## src/rtl/reg_bus_master.sv

```systemverilog
// Register-bus initiator: turns a valid/ready command byte stream into
// reg_address/reg_bytecnt/reg_read/reg_write transactions and streams read bytes back.
`timescale 1ns/1ps

// state        | meaning
// S_IDLE       | waiting for the address byte
// S_HDR        | waiting for the control byte (direction + length)
// S_WR_DATA    | accepting write data, one strobe per accepted byte
// S_WR_END     | one-cycle tail after the last write strobe
// S_RD_STROBE  | single-cycle reg_read pulse for the current index
// S_RD_CAPTURE | registering read_data into the response slot
// S_RD_WAIT    | holding the response until the consumer accepts it
module reg_bus_master #(
    parameter int pBYTECNT_SIZE = 7
) (
    input  logic                     cwusb_clk,
    input  logic                     reset_n,
    input  logic [7:0]               cmd_data,
    input  logic                     cmd_valid,
    output logic                     cmd_ready,
    output logic [7:0]               rsp_data,
    output logic                     rsp_valid,
    input  logic                     rsp_ready,
    output logic [7:0]               reg_address,
    output logic [pBYTECNT_SIZE-1:0] reg_bytecnt,
    output logic [7:0]               write_data,
    input  logic [7:0]               read_data,
    output logic                     reg_read,
    output logic                     reg_write,
    output logic                     reg_addrvalid,
    output logic                     busy
);

    localparam logic [2:0] S_IDLE       = 3'd0;
    localparam logic [2:0] S_HDR        = 3'd1;
    localparam logic [2:0] S_WR_DATA    = 3'd2;
    localparam logic [2:0] S_WR_END     = 3'd3;
    localparam logic [2:0] S_RD_STROBE  = 3'd4;
    localparam logic [2:0] S_RD_CAPTURE = 3'd5;
    localparam logic [2:0] S_RD_WAIT    = 3'd6;

    logic [2:0] state;
    logic [6:0] len;
    logic [6:0] idx;
    logic       wr_first;
    logic       cmd_hs;
    logic       rsp_hs;
    logic       wr_last;

    assign cmd_ready     = reset_n && ((state == S_IDLE) || (state == S_HDR) || (state == S_WR_DATA));
    assign cmd_hs        = cmd_valid && cmd_ready;
    assign rsp_hs        = rsp_valid && rsp_ready;
    assign reg_read      = (state == S_RD_STROBE);
    assign reg_addrvalid = (state != S_IDLE) && (state != S_HDR);
    assign busy          = (state != S_IDLE);
    assign reg_bytecnt   = pBYTECNT_SIZE'(idx);

    // idx holds the index of the byte currently on the bus, so the first write keeps it at 0
    assign wr_last = wr_first ? (len == 7'd0) : ((idx + 7'd1) == len);

    always_ff @(posedge cwusb_clk) begin
        if (!reset_n) begin
            state       <= S_IDLE;
            len         <= 7'd0;
            idx         <= 7'd0;
            wr_first    <= 1'b0;
            reg_address <= 8'h00;
            write_data  <= 8'h00;
            reg_write   <= 1'b0;
            rsp_data    <= 8'h00;
            rsp_valid   <= 1'b0;
        end else begin
            reg_write <= 1'b0;
            case (state)
                S_IDLE: begin
                    if (cmd_hs) begin
                        reg_address <= cmd_data;
                        state       <= S_HDR;
                    end
                end
                S_HDR: begin
                    if (cmd_hs) begin
                        len      <= cmd_data[6:0];
                        idx      <= 7'd0;
                        wr_first <= 1'b1;
                        state    <= cmd_data[7] ? S_RD_STROBE : S_WR_DATA;
                    end
                end
                S_WR_DATA: begin
                    if (cmd_hs) begin
                        write_data <= cmd_data;
                        reg_write  <= 1'b1;
                        wr_first   <= 1'b0;
                        if (!wr_first) begin
                            idx <= idx + 7'd1;
                        end
                        if (wr_last) begin
                            state <= S_WR_END;
                        end
                    end
                end
                S_WR_END: begin
                    state <= S_IDLE;
                end
                S_RD_STROBE: begin
                    state <= S_RD_CAPTURE;
                end
                S_RD_CAPTURE: begin
                    rsp_data  <= read_data;
                    rsp_valid <= 1'b1;
                    state     <= S_RD_WAIT;
                end
                S_RD_WAIT: begin
                    if (rsp_hs) begin
                        rsp_valid <= 1'b0;
                        if (idx == len) begin
                            state <= S_IDLE;
                        end else begin
                            idx   <= idx + 7'd1;
                            state <= S_RD_STROBE;
                        end
                    end
                end
                default: begin
                    state <= S_IDLE;
                end
            endcase
        end
    end

endmodule
```

## config.mk

```make
export PLATFORM = sky130hd
export DESIGN_NAME = reg_bus_master
export DESIGN_NICKNAME = d
export VERILOG_FILES = /design/src/rtl/reg_bus_master.sv
export SDC_FILE = /design/constraint.sdc
export NUM_CORES = 1
export LEC_CHECK = 0
export ABC_AREA = 1
export BUFFER_PORTS_ARGS = -buffer_cell sky130_fd_sc_hd__buf_2
export CAP_MARGIN = 10
export CORE_UTILIZATION = 54
export CTS_BUF_LIST = sky130_fd_sc_hd__clkbuf_4
export DETAILED_ROUTE_END_ITERATION = 10
export GPL_ROUTABILITY_DRIVEN = 0
export GPL_TIMING_DRIVEN = 0
export PLACE_DENSITY_LB_ADDON = 0.05
export SLEW_MARGIN = 20
export SYNTH_ARGS = -nofsm -noshare
export SYNTH_HDL_FRONTEND = slang
export SYNTH_SLANG_ARGS = --single-unit
export TNS_END_PERCENT = 20
```

## constraint.sdc

```tcl
create_clock -name cwusb_clk -period 1.8 [get_ports cwusb_clk]
set_input_delay 0.18 -clock cwusb_clk [delete_from_list [all_inputs] [get_ports cwusb_clk]]
set_output_delay 0.18 -clock cwusb_clk [all_outputs]
set_load 0.1 [all_outputs]
```

# == Word-level counts from Yosys, hierarchy flattened ==
# Cells that the tools add are included.
# word_totals
regBits,44
in_bits,20
out_inout_bits,37
wordCells,66
# classes
add_sub_neg,1
eq_ne,15
n_mux,21
reduce_logical,20
# ops
cell,n
2-to-1 mux 7 bit,5
2-to-1 mux 3 bit,7
case mux 7 bit (3 select lines),1
case mux 3 bit (6 select lines),1
== test 7 bit,2
inequality test 2 bit (second input constant),7
AND reduction 2 bit,5
== test 3 bit (second input constant),3
adder 7 x 1 -> 7 bit (second input constant),1
zero test 7 bit,1
AND reduction 6 bit,1
nonzero test 3 bit,2
2-to-1 mux 1 bit,5
AND reduction 5 bit,1
logical AND 1 bit,4
case mux 1 bit (2 select lines),2
nonzero test 2 bit,2
== test 3 x 1 -> 1 bit (second input constant),1
== test 3 x 2 -> 1 bit (second input constant),1
zero test 3 bit,1
inequality test 3 x 1 -> 1 bit (second input constant),1
AND reduction 3 bit,1
logical OR 1 bit,2

# == Longest topological paths before layout ==
# Gate-level depths: netlist of run 1.
# depth
word_depth,7
ltp_mapped,12
depth_no_buf,12

# == Worst setup path before layout of run 1 ==
# OpenSTA, ideal clock, no wires.
# synth_path
path_kind,register to output
start,register state[2]
end,output port cmd_ready
t_arrival_ns,2.732
required_time_ns,1.620
path_slack_ns,-1.112
path_stages_with_launch,4
n_path_buf,0
path_cell_list,dfxtp_1 -> inv_1 -> nand2_1 -> a21oi_1
# synth_via
elab_chain_cells,4
elab_cells_between_ends,6
classes_between,2 x eq/ne; 4 x reduce/logical
# synth_rtl
item,line_no,text
"start, declared",42,logic [2:0] state;
"start signal, assigned",86,state <= cmd_data[7] ? S_RD_STROBE : S_WR_DATA;
== test 3 x 1 -> 1 bit or zero test 3 bit (tied branches),50,assign cmd_ready = reset_n && ((state == S_IDLE) || (state == S_HDR) || (state == S_WR_DATA));
logical OR 1 bit,50,
logical OR 1 bit *,50,
logical AND 1 bit *,50,
"end, declared",20,"output logic cmd_ready,"
# Mark *: on every way between the ends. The rest lies on a longest branch, timed or not.

# == Worst setup path after layout of run 1 ==
# layout_path
start,register state[1]
end,output port cmd_ready
# The elaborated chain is that of the path after synthesis.

==> results of run 1 <==
## per-stage QoR
stage          setup TNS (ns)  util [%]  instances  power (W)  hold slack [ns]
6_report                    0      70.0        424    0.00450           0.0801
5_1_grt               -0.0834      70.0        424    0.00478           0.0660
4_1_cts               -0.0824      68.6        421    0.00440           0.0711
3_5_place_dp           -0.160      66.5        413    0.00387            0.452
3_3_place_gp           -0.159      66.5        413    0.00385            0.444
2_1_floorplan          -0.585         -        309    0.00345            0.315
## state kept, by name, indices dropped and copies added (netlist names)
| register | cells |
|---|---|
| reg_address | 8 |
| rsp_data | 8 |
| write_data | 8 |
| len | 7 |
| reg_bytecnt | 7 |
| state | 3 |
| reg_write | 1 |
| rsp_valid | 1 |
| wr_first | 1 |
## routing by layer
layer  up-vias  share of wire [%]  track usage, %
met5         -                  0               0
met4         0                1.1            7.50
met3         4                5.0            6.43
met2        49                 48            41.1
met1       935                 46            33.6
li1       1138                  -               -
## critical path: stages (launching register included)
cell and delay (ns):
dfxtp_4 0.39, inv_2 0.06, nor2_2 0.12, inv_2 0.08, nor2_4 0.15, inv_2 0.08, a21oi_4 0.15, buf_12 0.19
## power breakdown
part           internal [W]  switching, W
logic              0.000654       0.00203
registers           0.00116      0.000182
clock network      0.000166      0.000315
## cells in the final DEF (no fill, tap or decap), types with 3 or more instances in the layout
master,synthesis,routed
dfxtp_1,44,34
nand3_2,2,3
clkbuf_4,0,6
inv_2,4,4
dfxtp_4,0,3
nand2_1,76,75
buf_2,3,55
nor2_1,42,40
nor2_2,4,5
buf_4,0,5
nand2_2,2,3
xor2_1,5,5
dfxtp_2,0,7
nand3_1,29,28
inv_1,26,25
a21oi_1,33,32
nand4_1,5,5
o21ai_0,18,17
o21ai_1,4,5
## kinds of logic after synthesis
group                      after synthesis  share of synthesized area (%)
DFF                                     44                           42.3
and+or+nand+nor                        163                           33.4
AOI/OAI and AO/OA                       56                           13.6
adders and majority gates                1                          0.601
buffers and inverters                   39                           7.57
xor gates and xnor gates                 6                           2.52
## cell type report
cell class,count,area share (%)
clock inverter,2,0.388
sequential,44,34.9
buffer,9,1.94
multi-input combinational,226,41.6
clock buffer,6,1.74
tap,48,2.33
timing repair buffer,59,12.6
inverter,30,4.46
## path summary, 6_finish.rpt
check	start	end	slack [ns]	cells past startpoint
worst max-delay path	state[1]$_SDFFE_PN0P_	cmd_ready	0.05	7
worst min-delay path	read_data[7]	rsp_data[7]$_SDFFE_PN0P_	0.08	3
worst max register to register	reg_bytecnt[0]$_SDFFE_PN0P_	state[2]$_SDFFE_PN0P_	0.14	10
worst min register to register	reg_address[0]$_SDFFE_PN0P_	reg_address[0]$_SDFFE_PN0P_	0.47	2
## repair_timing
action                                  CTS  global route
endpoints found under the setup margin    3            19
buffers inserted                          0             3
pin swaps                                 0             1
cloned                                    0             0
resized for setup                         9            14
==> flow_metrics.env, run 1 <==
export IMPL_synth_edf_count=0
export IMPL_clock_latency_ns=0.35
export IMPL_worstPathRequired_ns=1.62
export IMPL_drt_wl_total_um=4890
export IMPL_ant_nets=0
export IMPL_netlist_area_um2=2080
export IMPL_cellLeakagePower_nw=1.25
export IMPL_power_density_nw_per_um2=1740
export IMPL_syn_to_final_growth_pct=24.0
export IMPL_slew_violations=0
export IMPL_vdd_drop_max_mv=1.26
export IMPL_ys_seq_elements=44
export IMPL_synth_top_area_share_pct=42.3
export IMPL_antenna_found_initial=0
export IMPL_regArea_um2=901
export IMPL_fin_crit_sh_pct=97.1
export IMPL_die_area_um2=4110
export IMPL_design_area_um2=2580
export IMPL_dp_hpwl_um=3720
export IMPL_grt_max_degree=14
export IMPL_grt_use_total_pct=25.5
export IMPL_crit_fanout=4
export IMPL_ys_seq_area_share_pct=42.3
export IMPL_yosysMostFrequentCell="nand2_1"
export IMPL_yosysWarnings=0
export IMPL_synthesis_nets=330
export IMPL_drt_iter0_drc=105
export IMPL_port_buffers=56
export IMPL_netlist_instances=309
export IMPL_diodes=0
export IMPL_synthTopCellsByCount="76 x nand2_1, 44 x dfxtp_1, 42 x nor2_1, 33 x a21oi_1, 29 x nand3_1"
export IMPL_rows=22
export IMPL_setup_ws_ns=0.0531
export IMPL_fin_nets=396
export IMPL_hold_class="in -> reg"
export IMPL_hold_buffers=0
export IMPL_cts_buffers_inserted=5
export IMPL_start_util_pct=56.4
export IMPL_cts_sinks=44
export IMPL_root_buffer="clkbuf_4"
export IMPL_relSlewSlack_pct=57.8
export IMPL_end_kind="output pin"
export IMPL_synth_ff_type="dfxtp_1"
export IMPL_cap_violations=0
export IMPL_drc=0
export IMPL_min_period_ns=1.75
export IMPL_path_clk_slew_ns=0.12
export IMPL_grt_pass1_wl_um=8160
export IMPL_clockBufferDepth=2
export IMPL_dpl_instance_area_um2=2450
export IMPL_drt_pass1_iter_count=4
export IMPL_synth_area_leaders="dfxtp_1 42%, nand2_1 14%, a21oi_1 7.9%, nor2_1 7.6%, nand3_1 7.0%"
export IMPL_yosysTopAreaCell="dfxtp_1"
export IMPL_tritoncts="yes"
export IMPL_via_count=2126
export IMPL_synthArstFlopShare_pct=0
export IMPL_ios=57
export IMPL_synth_area_per_cell_um2=6.74
export IMPL_coreArea_um2=3690
export IMPL_fmax_mhz=572
export IMPL_viasPerCell=5.01
export IMPL_wire_per_inst_um=11.5
export IMPL_grt_ovfl_total=0
export IMPL_cp_data_arrival_time_ns=1.57
export IMPL_die_w_um=64.1
export IMPL_grt_setup_unrepaired="yes"
export IMPL_finClkSkew_ns=0.00667
export IMPL_multi_input_area_um2=1070
export IMPL_grt_pass1_vias=1807
export IMPL_htree_levels=2
export IMPL_fill_cells=357
export IMPL_outcome="complete, no violations"
export IMPL_drive_gt1_share_pct=27.1
export IMPL_hold_viol_final=0
export IMPL_die_h_um=64.1
export IMPL_synth_cell_types=23
export IMPL_worstSetupPathType="reg -> out"
export IMPL_setup_viol=0
export IMPL_startpoint_type="flip-flop"
export IMPL_dpl_worst_slack_ns=-0.160
export IMPL_tightestPinTransition_ns=0.634
Power figures use the tool's default switching activity.
==> run 2, diff against run 1 <==
--- a/config.mk
+++ b/config.mk
@@ -5,14 +5,13 @@
 export SDC_FILE = /design/constraint.sdc
 export NUM_CORES = 1
 export LEC_CHECK = 0
-export ABC_AREA = 1
 export BUFFER_PORTS_ARGS = -buffer_cell sky130_fd_sc_hd__buf_2
 export CAP_MARGIN = 10
 export CORE_UTILIZATION = 54
 export CTS_BUF_LIST = sky130_fd_sc_hd__clkbuf_4
 export DETAILED_ROUTE_END_ITERATION = 10
 export GPL_ROUTABILITY_DRIVEN = 0
-export GPL_TIMING_DRIVEN = 0
+export GPL_TIMING_DRIVEN = 1
 export PLACE_DENSITY_LB_ADDON = 0.05
 export SLEW_MARGIN = 20
 export SYNTH_ARGS = -nofsm -noshare
==> run 2 against run 1 <==
Effect of this change: critical path depth unchanged; fmax down 1.8%; worst setup slack worse by 0.031 ns; die area up 0.92%; largest cell class unchanged; count of clock-buffer cells in the layout up 1; critical endpoint is now reg_bytecnt[0]$_SDFFE_PN0P_; total power down 50%; worst hold slack worse by 0.0038 ns; synthesized area up 0.96%; register-to-register slack worse by 0.12 ns; design area up 8.2%; sequential share of layout area down 2.1 points; synthesized cell count down 24%.
==> flow_metrics.env, run 2 <==
export IMPL_end_kind="flip-flop"
export IMPL_grt_use_total_pct=26.2
export IMPL_power_density_nw_per_um2=808
export IMPL_antenna_found_initial=0
export IMPL_drt_iter0_drc=113
export IMPL_worstSetupPathType="reg -> reg"
export IMPL_cp_top_family="simple AND/OR/NAND/NOR gates"
export IMPL_grt_pass1_vias=1769
export IMPL_via_count=1887
export IMPL_synth_ff_type="dfxtp_1"
export IMPL_die_w_um=64.4
export IMPL_grt_pass1_wl_um=8320
export IMPL_p_sw_share_pct=37.1
export IMPL_cellLeakagePower_nw=1.13
export IMPL_final_common_cell="buf_2"
export IMPL_setup_viol=0
export IMPL_final_cell_mix="52 x buf_2, 32 x nand2_1, 31 x dfxtp_1, 18 x nor2b_1, 17 x buf_4"
export IMPL_fin_crit_sh_pct=98.8
export IMPL_holdWs_ns=0.0763
export IMPL_port_buffers=56
export IMPL_hold_viol_final=0
export IMPL_cp_data_arrival_time_ns=2.02
export IMPL_slew_violations=0
export IMPL_max_stage_delay_ns=0.41
export IMPL_share_seq_of_total_power_pct=46.2
export IMPL_path_clk_slew_ns=0.13
export IMPL_ys_seq_area_share_pct=41.9
export IMPL_netlist_area_um2=2100
export IMPL_cts_buffers_inserted=5
export IMPL_synth_edf_count=0
export IMPL_root_buffer="clkbuf_4"
export IMPL_hold_class="in -> reg"
export IMPL_synthesis_nets=256
export IMPL_drc=0
export IMPL_syn_to_final_growth_pct=33.0
export IMPL_synth_area_per_cell_um2=8.94
export IMPL_synthTopCellsByCount="44 x dfxtp_1, 32 x nand2_1, 19 x nor2b_1, 16 x a21boi_0, 16 x mux2i_1"
export IMPL_vdd_drop_max_mv=0.561
export IMPL_top_regs="reg_address: 8 flops, rsp_data: 8 flops, write_data: 8 flops"
export IMPL_die_area_um2=4150
export IMPL_rows=22
export IMPL_power_frac_comb_pct=31.5
export IMPL_cap_violations=0
export IMPL_grt_ovfl_total=0
export IMPL_diodes=0
export IMPL_ios=57
export IMPL_fmax_mhz=562
export IMPL_finClkSkew_ns=0.0134
export IMPL_worstPathRequired_ns=2.04
export IMPL_yosysWarnings=0
export IMPL_drt_wl_total_um=5120
export IMPL_drive_gt1_share_pct=37.5
export IMPL_p_int_w=0.00142
export IMPL_fin_total_pwr_w=0.00226
export IMPL_crit_fanout=8
export IMPL_ant_nets=0
export IMPL_viasPerCell=5.36
export IMPL_die_h_um=64.4
export IMPL_cpMaxStageDelayCell="dfxtp_4"
export IMPL_clockPowerShare_pct=22.2
export IMPL_outcome="complete, no violations"
export IMPL_netlist_instances=235
export IMPL_tightestPinTransition_ns=0.497
export IMPL_tritoncts="yes"
export IMPL_setup_ws_ns=0.0217
export IMPL_switchingPower_w=0.000837
export IMPL_clockBufferDepth=2
export IMPL_wire_per_inst_um=14.5
export IMPL_fin_nets=324
export IMPL_synth_area_leaders="dfxtp_1 42%, mux2i_1 7.6%, a21boi_0 5.7%, nand2_1 5.7%, nor2b_1 5.7%"
export IMPL_ys_seq_elements=44
export IMPL_grt_max_degree=42
export IMPL_min_period_ns=1.78
export IMPL_synth_top_area_share_pct=41.9
export IMPL_yosysTopAreaCell="dfxtp_1"
export IMPL_htree_levels=2
export IMPL_coreArea_um2=3690
export IMPL_synthArstFlopShare_pct=0
export IMPL_startpoint_type="flip-flop"
export IMPL_synth_cell_types=41
export IMPL_clock_latency_ns=0.36
export IMPL_cts_sinks=44
export IMPL_crit_buf_inv=1
export IMPL_start_util_pct=57.0
export IMPL_dpl_worst_slack_ns=0.0466
export IMPL_yosysMostFrequentCell="dfxtp_1"
export IMPL_crit_chain="xor2_2 -> nor4_4 -> a311oi_4 -> buf_4 -> nor2_2 -> xor2_1 -> nor2_1"
export IMPL_drt_pass1_iter_count=4
export IMPL_dp_hpwl_um=3600
export IMPL_relSlewSlack_pct=66.8
[run 2: cell types whose count changed in the layout (fill, tap and decap cells not counted), sizes merged, moves of 9 or more]
cell,change
nor2b,+19
nand3,-19
inv,-29
o21ai,-13
buf,+9
a21boi,+16
nor2,-33
mux2i,+16
nand2,-46
a21oi,-27
[run 2: per-stage QoR]
stage	util (%)	TNS [ns]	std cells	instance area (um2)
after floorplan	-	-0.133	235	2220
after global placement	72.7	0	342	2680
after detailed placement	72.7	0	342	2680
after CTS	74.4	0	350	2740
after global routing	75.8	-0.226	352	2800
final	75.8	0	352	2800
[run 2: final timing paths]
check | startpoint | to | slack (ns) | cells past startpoint
hold reg to reg | rsp_data[5]$_SDFFE_PN0P_ | rsp_data[5]$_SDFFE_PN0P_ | 0.47 | 2
setup reg to reg | reg_bytecnt[2]$_SDFFE_PN0P_ | reg_bytecnt[0]$_SDFFE_PN0P_ | 0.02 | 7
hold / removal | read_data[7] | rsp_data[7]$_SDFFE_PN0P_ | 0.08 | 3
setup / recovery | reg_bytecnt[2]$_SDFFE_PN0P_ | reg_bytecnt[0]$_SDFFE_PN0P_ | 0.02 | 7
[run 2: logic make-up (layout without fill, tap and decap cells)]
group                    count (synthesis)  in the layout  share of synthesized area [%]
flip-flops                              44             44                           41.9
AO/OA/AOI/OAI                           43             43                           14.6
XOR/XNOR                                15             15                           6.25
adder cells (fa/ha/maj)                  1              1                          0.595
multiplexers                            16             16                           7.62
buffers and inverters                   15             84                           2.98
AND/OR/NAND/NOR                        101            101                           26.0
[run 2: worst min-delay path: stages]
cell and delay (ns):
buf_2 0.09, nand3_1 0.06, a21boi_0 0.07
[run 2: repair_timing]
item,in CTS,in global routing
hold buffers,0,0
gates cloned,0,0
pin swaps,0,4
endpoints found under the setup margin,2,7
resized for setup,1,9
setup buffers,0,2
[run 2: metal layers]
metal  GRT usage (%)  vias up  part of all wire [%]  wire, um
met5               0        -                     0         0
met4            10.0        0                   2.2       111
met3            5.54       11                   4.7       239
met2            42.2       54                    49      2500
met1            34.1      876                    44      2270
li1                -      946                     -         -
[run 2: layout make-up]
cell class	instances	area, um2
Inverter	3	11.3
Tap cell	48	60.1
Multi-Input combinational cell	176	1280
Fill cell	300	893
Clock buffer	7	52.6
Timing Repair Buffer	73	468
Sequential cell	44	917
Clock inverter	1	8.76
[run 2: power by group through the flow]
| stage | combinational, W | clock [W] | sequential, W |
|---|---|---|---|
| 4_1_cts | 0.000703 | 0.000520 | 0.00104 |
| 5_1_grt | 0.000750 | 0.000552 | 0.00105 |
| 3_3_place_gp | 0.000691 | 0 | 0.00106 |
| 6_report | 0.000712 | 0.000502 | 0.00104 |
| 2_1_floorplan | 0.000336 | 0 | 0.00122 |
| 3_5_place_dp | 0.000701 | 0 | 0.00106 |
==> run 3, diff against run 2 <==
--- a/config.mk
+++ b/config.mk
@@ -7,7 +7,7 @@
 export LEC_CHECK = 0
 export BUFFER_PORTS_ARGS = -buffer_cell sky130_fd_sc_hd__buf_2
 export CAP_MARGIN = 10
-export CORE_UTILIZATION = 54
+export CORE_UTILIZATION = 58
 export CTS_BUF_LIST = sky130_fd_sc_hd__clkbuf_4
 export DETAILED_ROUTE_END_ITERATION = 10
 export GPL_ROUTABILITY_DRIVEN = 0
==> constraint.sdc (replaced) <==
create_clock -name cwusb_clk -period 2.24 [get_ports cwusb_clk]
set_input_delay 0.224 -clock cwusb_clk [delete_from_list [all_inputs] [get_ports cwusb_clk]]
set_output_delay 0.224 -clock cwusb_clk [all_outputs]
set_load 0.1 [all_outputs]
==> run 3 against run 2 <==
Effect of this change: non-clock buffer count shrank 9; worst setup slack improved by 0.19 ns; design area shrank 9.0%; highest routed layer unchanged; count of clock-buffer cells in the layout down 2; clock power hardly changed.
==> flow_metrics.env, run 3 (same netlist as run 2, synthesis figures left out) <==
export IMPL_ios=57
export IMPL_dp_cells=333
export IMPL_grt_pass1_vias=1706
export IMPL_finClkSkew_ns=0.00773
export IMPL_fin_cells=341
export IMPL_tns_ns=0
export IMPL_hold_class="in -> reg"
export IMPL_crit_fanout=7
export IMPL_rows=21
export IMPL_cts_resized=0
export IMPL_fin_nets=315
export IMPL_port_buffers=56
export IMPL_setup_viol=0
export IMPL_viasPerCell=5.27
export IMPL_worstSetupPathType="reg -> out"
export IMPL_max_stage_delay_ns=0.51
export IMPL_drive_gt1_share_pct=28.8
export IMPL_final_common_cell="buf_2"
export IMPL_tritoncts="yes"
export IMPL_htree_levels=2
export IMPL_drt_iter0_drc=105
export IMPL_tightestPinTransition_ns=0.735
export IMPL_path_clk_slew_ns=0.13
export IMPL_drc=0
export IMPL_start_util_pct=61.5
export IMPL_antenna_found_initial=0
export IMPL_cpMaxStageDelayCell="dfxtp_1"
export IMPL_hold_buffers=0
export IMPL_cap_violations=0
export IMPL_min_period_ns=2.03
export IMPL_holdWs_ns=0.110
export IMPL_root_buffer="clkbuf_4"
export IMPL_die_h_um=62.2
export IMPL_ant_nets=0
export IMPL_grt_use_total_pct=24.9
export IMPL_wire_per_inst_um=13.2
export IMPL_coreArea_um2=3420
export IMPL_syn_to_final_growth_pct=21.0
export IMPL_vdd_drop_max_mv=0.492
export IMPL_end_kind="output pin"
export IMPL_fmax_mhz=493
export IMPL_clockBufferDepth=2
export IMPL_diodes=0
export IMPL_drt_wl_total_um=4490
export IMPL_cts_sinks=44
export IMPL_fin_total_pwr_w=0.00184
export IMPL_die_w_um=62.2
export IMPL_final_cell_mix="56 x buf_2, 39 x dfxtp_1, 32 x nand2_1, 18 x nor2b_1"
export IMPL_dpl_worst_slack_ns=0.313
export IMPL_die_area_um2=3870
export IMPL_power_density_nw_per_um2=723
export IMPL_clock_latency_ns=0.37
export IMPL_startpoint_type="flip-flop"
export IMPL_fill_cells=282
export IMPL_cts_buffers_inserted=5
export IMPL_cp_data_arrival_time_ns=1.81
export IMPL_cp_top_family="buffers and inverters"
export IMPL_regArea_um2=887
export IMPL_setup_ws_ns=0.210
export IMPL_grt_max_degree=42
export IMPL_grt_setup_unrepaired="no"
export IMPL_crit_buf_inv=2
export IMPL_crit_chain="buf_4 -> nor2b_1 -> nor2b_2 -> buf_2"
export IMPL_grt_ovfl_total=0
export IMPL_worstPathRequired_ns=2.02
export IMPL_top_regs="reg_address: 8 flops, rsp_data: 8 flops, write_data: 8 flops"
export IMPL_via_count=1798
export IMPL_grt_pass1_wl_um=7700
export IMPL_multi_input_area_um2=1170
export IMPL_fin_crit_sh_pct=90.6
export IMPL_outcome="complete, no violations"
export IMPL_cellLeakagePower_nw=1.06
export IMPL_slew_violations=0
export IMPL_drt_pass1_iter_count=4
export IMPL_dp_hpwl_um=3250
export IMPL_hold_viol_final=0
export IMPL_cts_setup_buffers=0
export IMPL_relSlewSlack_pct=50.6
-- run 3: cell types whose count changed in the layout (fill, tap and decap cells not counted), sizes merged --
cell    change
buf         -9
bufinv      +1
clkbuf      -2
clkinv      +1
-- run 3: final cells by class --
class                   instances  area share (%)
clock buffers                   5            1.48
clock inverters                 3            1.67
inverters                       3           0.443
multi-input cells             176            45.9
flip-flops and latches         44            34.9
well taps                      46            2.26
repair buffers                 64            13.4
-- run 3: worst paths after layout --
check | start | endpoint | slack (ns) | cells past startpoint
setup / recovery | state[2]$_SDFFE_PN0P_ | reg_read | 0.21 | 4
hold / removal | read_data[4] | rsp_data[4]$_SDFFE_PN0P_ | 0.11 | 3
setup reg to reg | reg_bytecnt[6]$_SDFFE_PN0P_ | reg_bytecnt[6]$_SDFFE_PN0P_ | 0.28 | 6
hold reg to reg | write_data[6]$_SDFFE_PN0P_ | write_data[6]$_SDFFE_PN0P_ | 0.47 | 2
-- run 3: power by group --
group | switching, W | total [W] | leakage [nW] | internal, W
combinational | 0.000360 | 0.000489 | 0.661 | 0.000130
sequential | 0.0000323 | 0.000845 | 0.359 | 0.000813
clock | 0.000271 | 0.000505 | 0.0428 | 0.000233
total | 0.000663 | 0.00184 | 1.06 | 0.00118
-- run 3: tightest hold or removal path: cells and delay by family --
family / cells / cell delay, ns
AO/OA/AOI/OAI: 1 / 0.06
buffers and inverters: 1 / 0.10
AND/OR/NAND/NOR: 1 / 0.06
-- run 3: metal layers --
layer | routed length (um) | global-route usage [%] | part of all wire (%)
met2 | 2100 | 42.4 | 47
met5 | 0 | 0 | 0
met4 | 56 | 7.56 | 1.2
met1 | 2080 | 30.3 | 46
met3 | 253 | 6.99 | 5.6
-- run 3: metrics by stage --
step                util, %  instance area (um2)
global route           74.5                 2540
finish                 74.5                 2540
detailed placement     72.1                 2460
global placement       72.1                 2460
floorplan                 -                 2110
CTS                    74.5                 2540
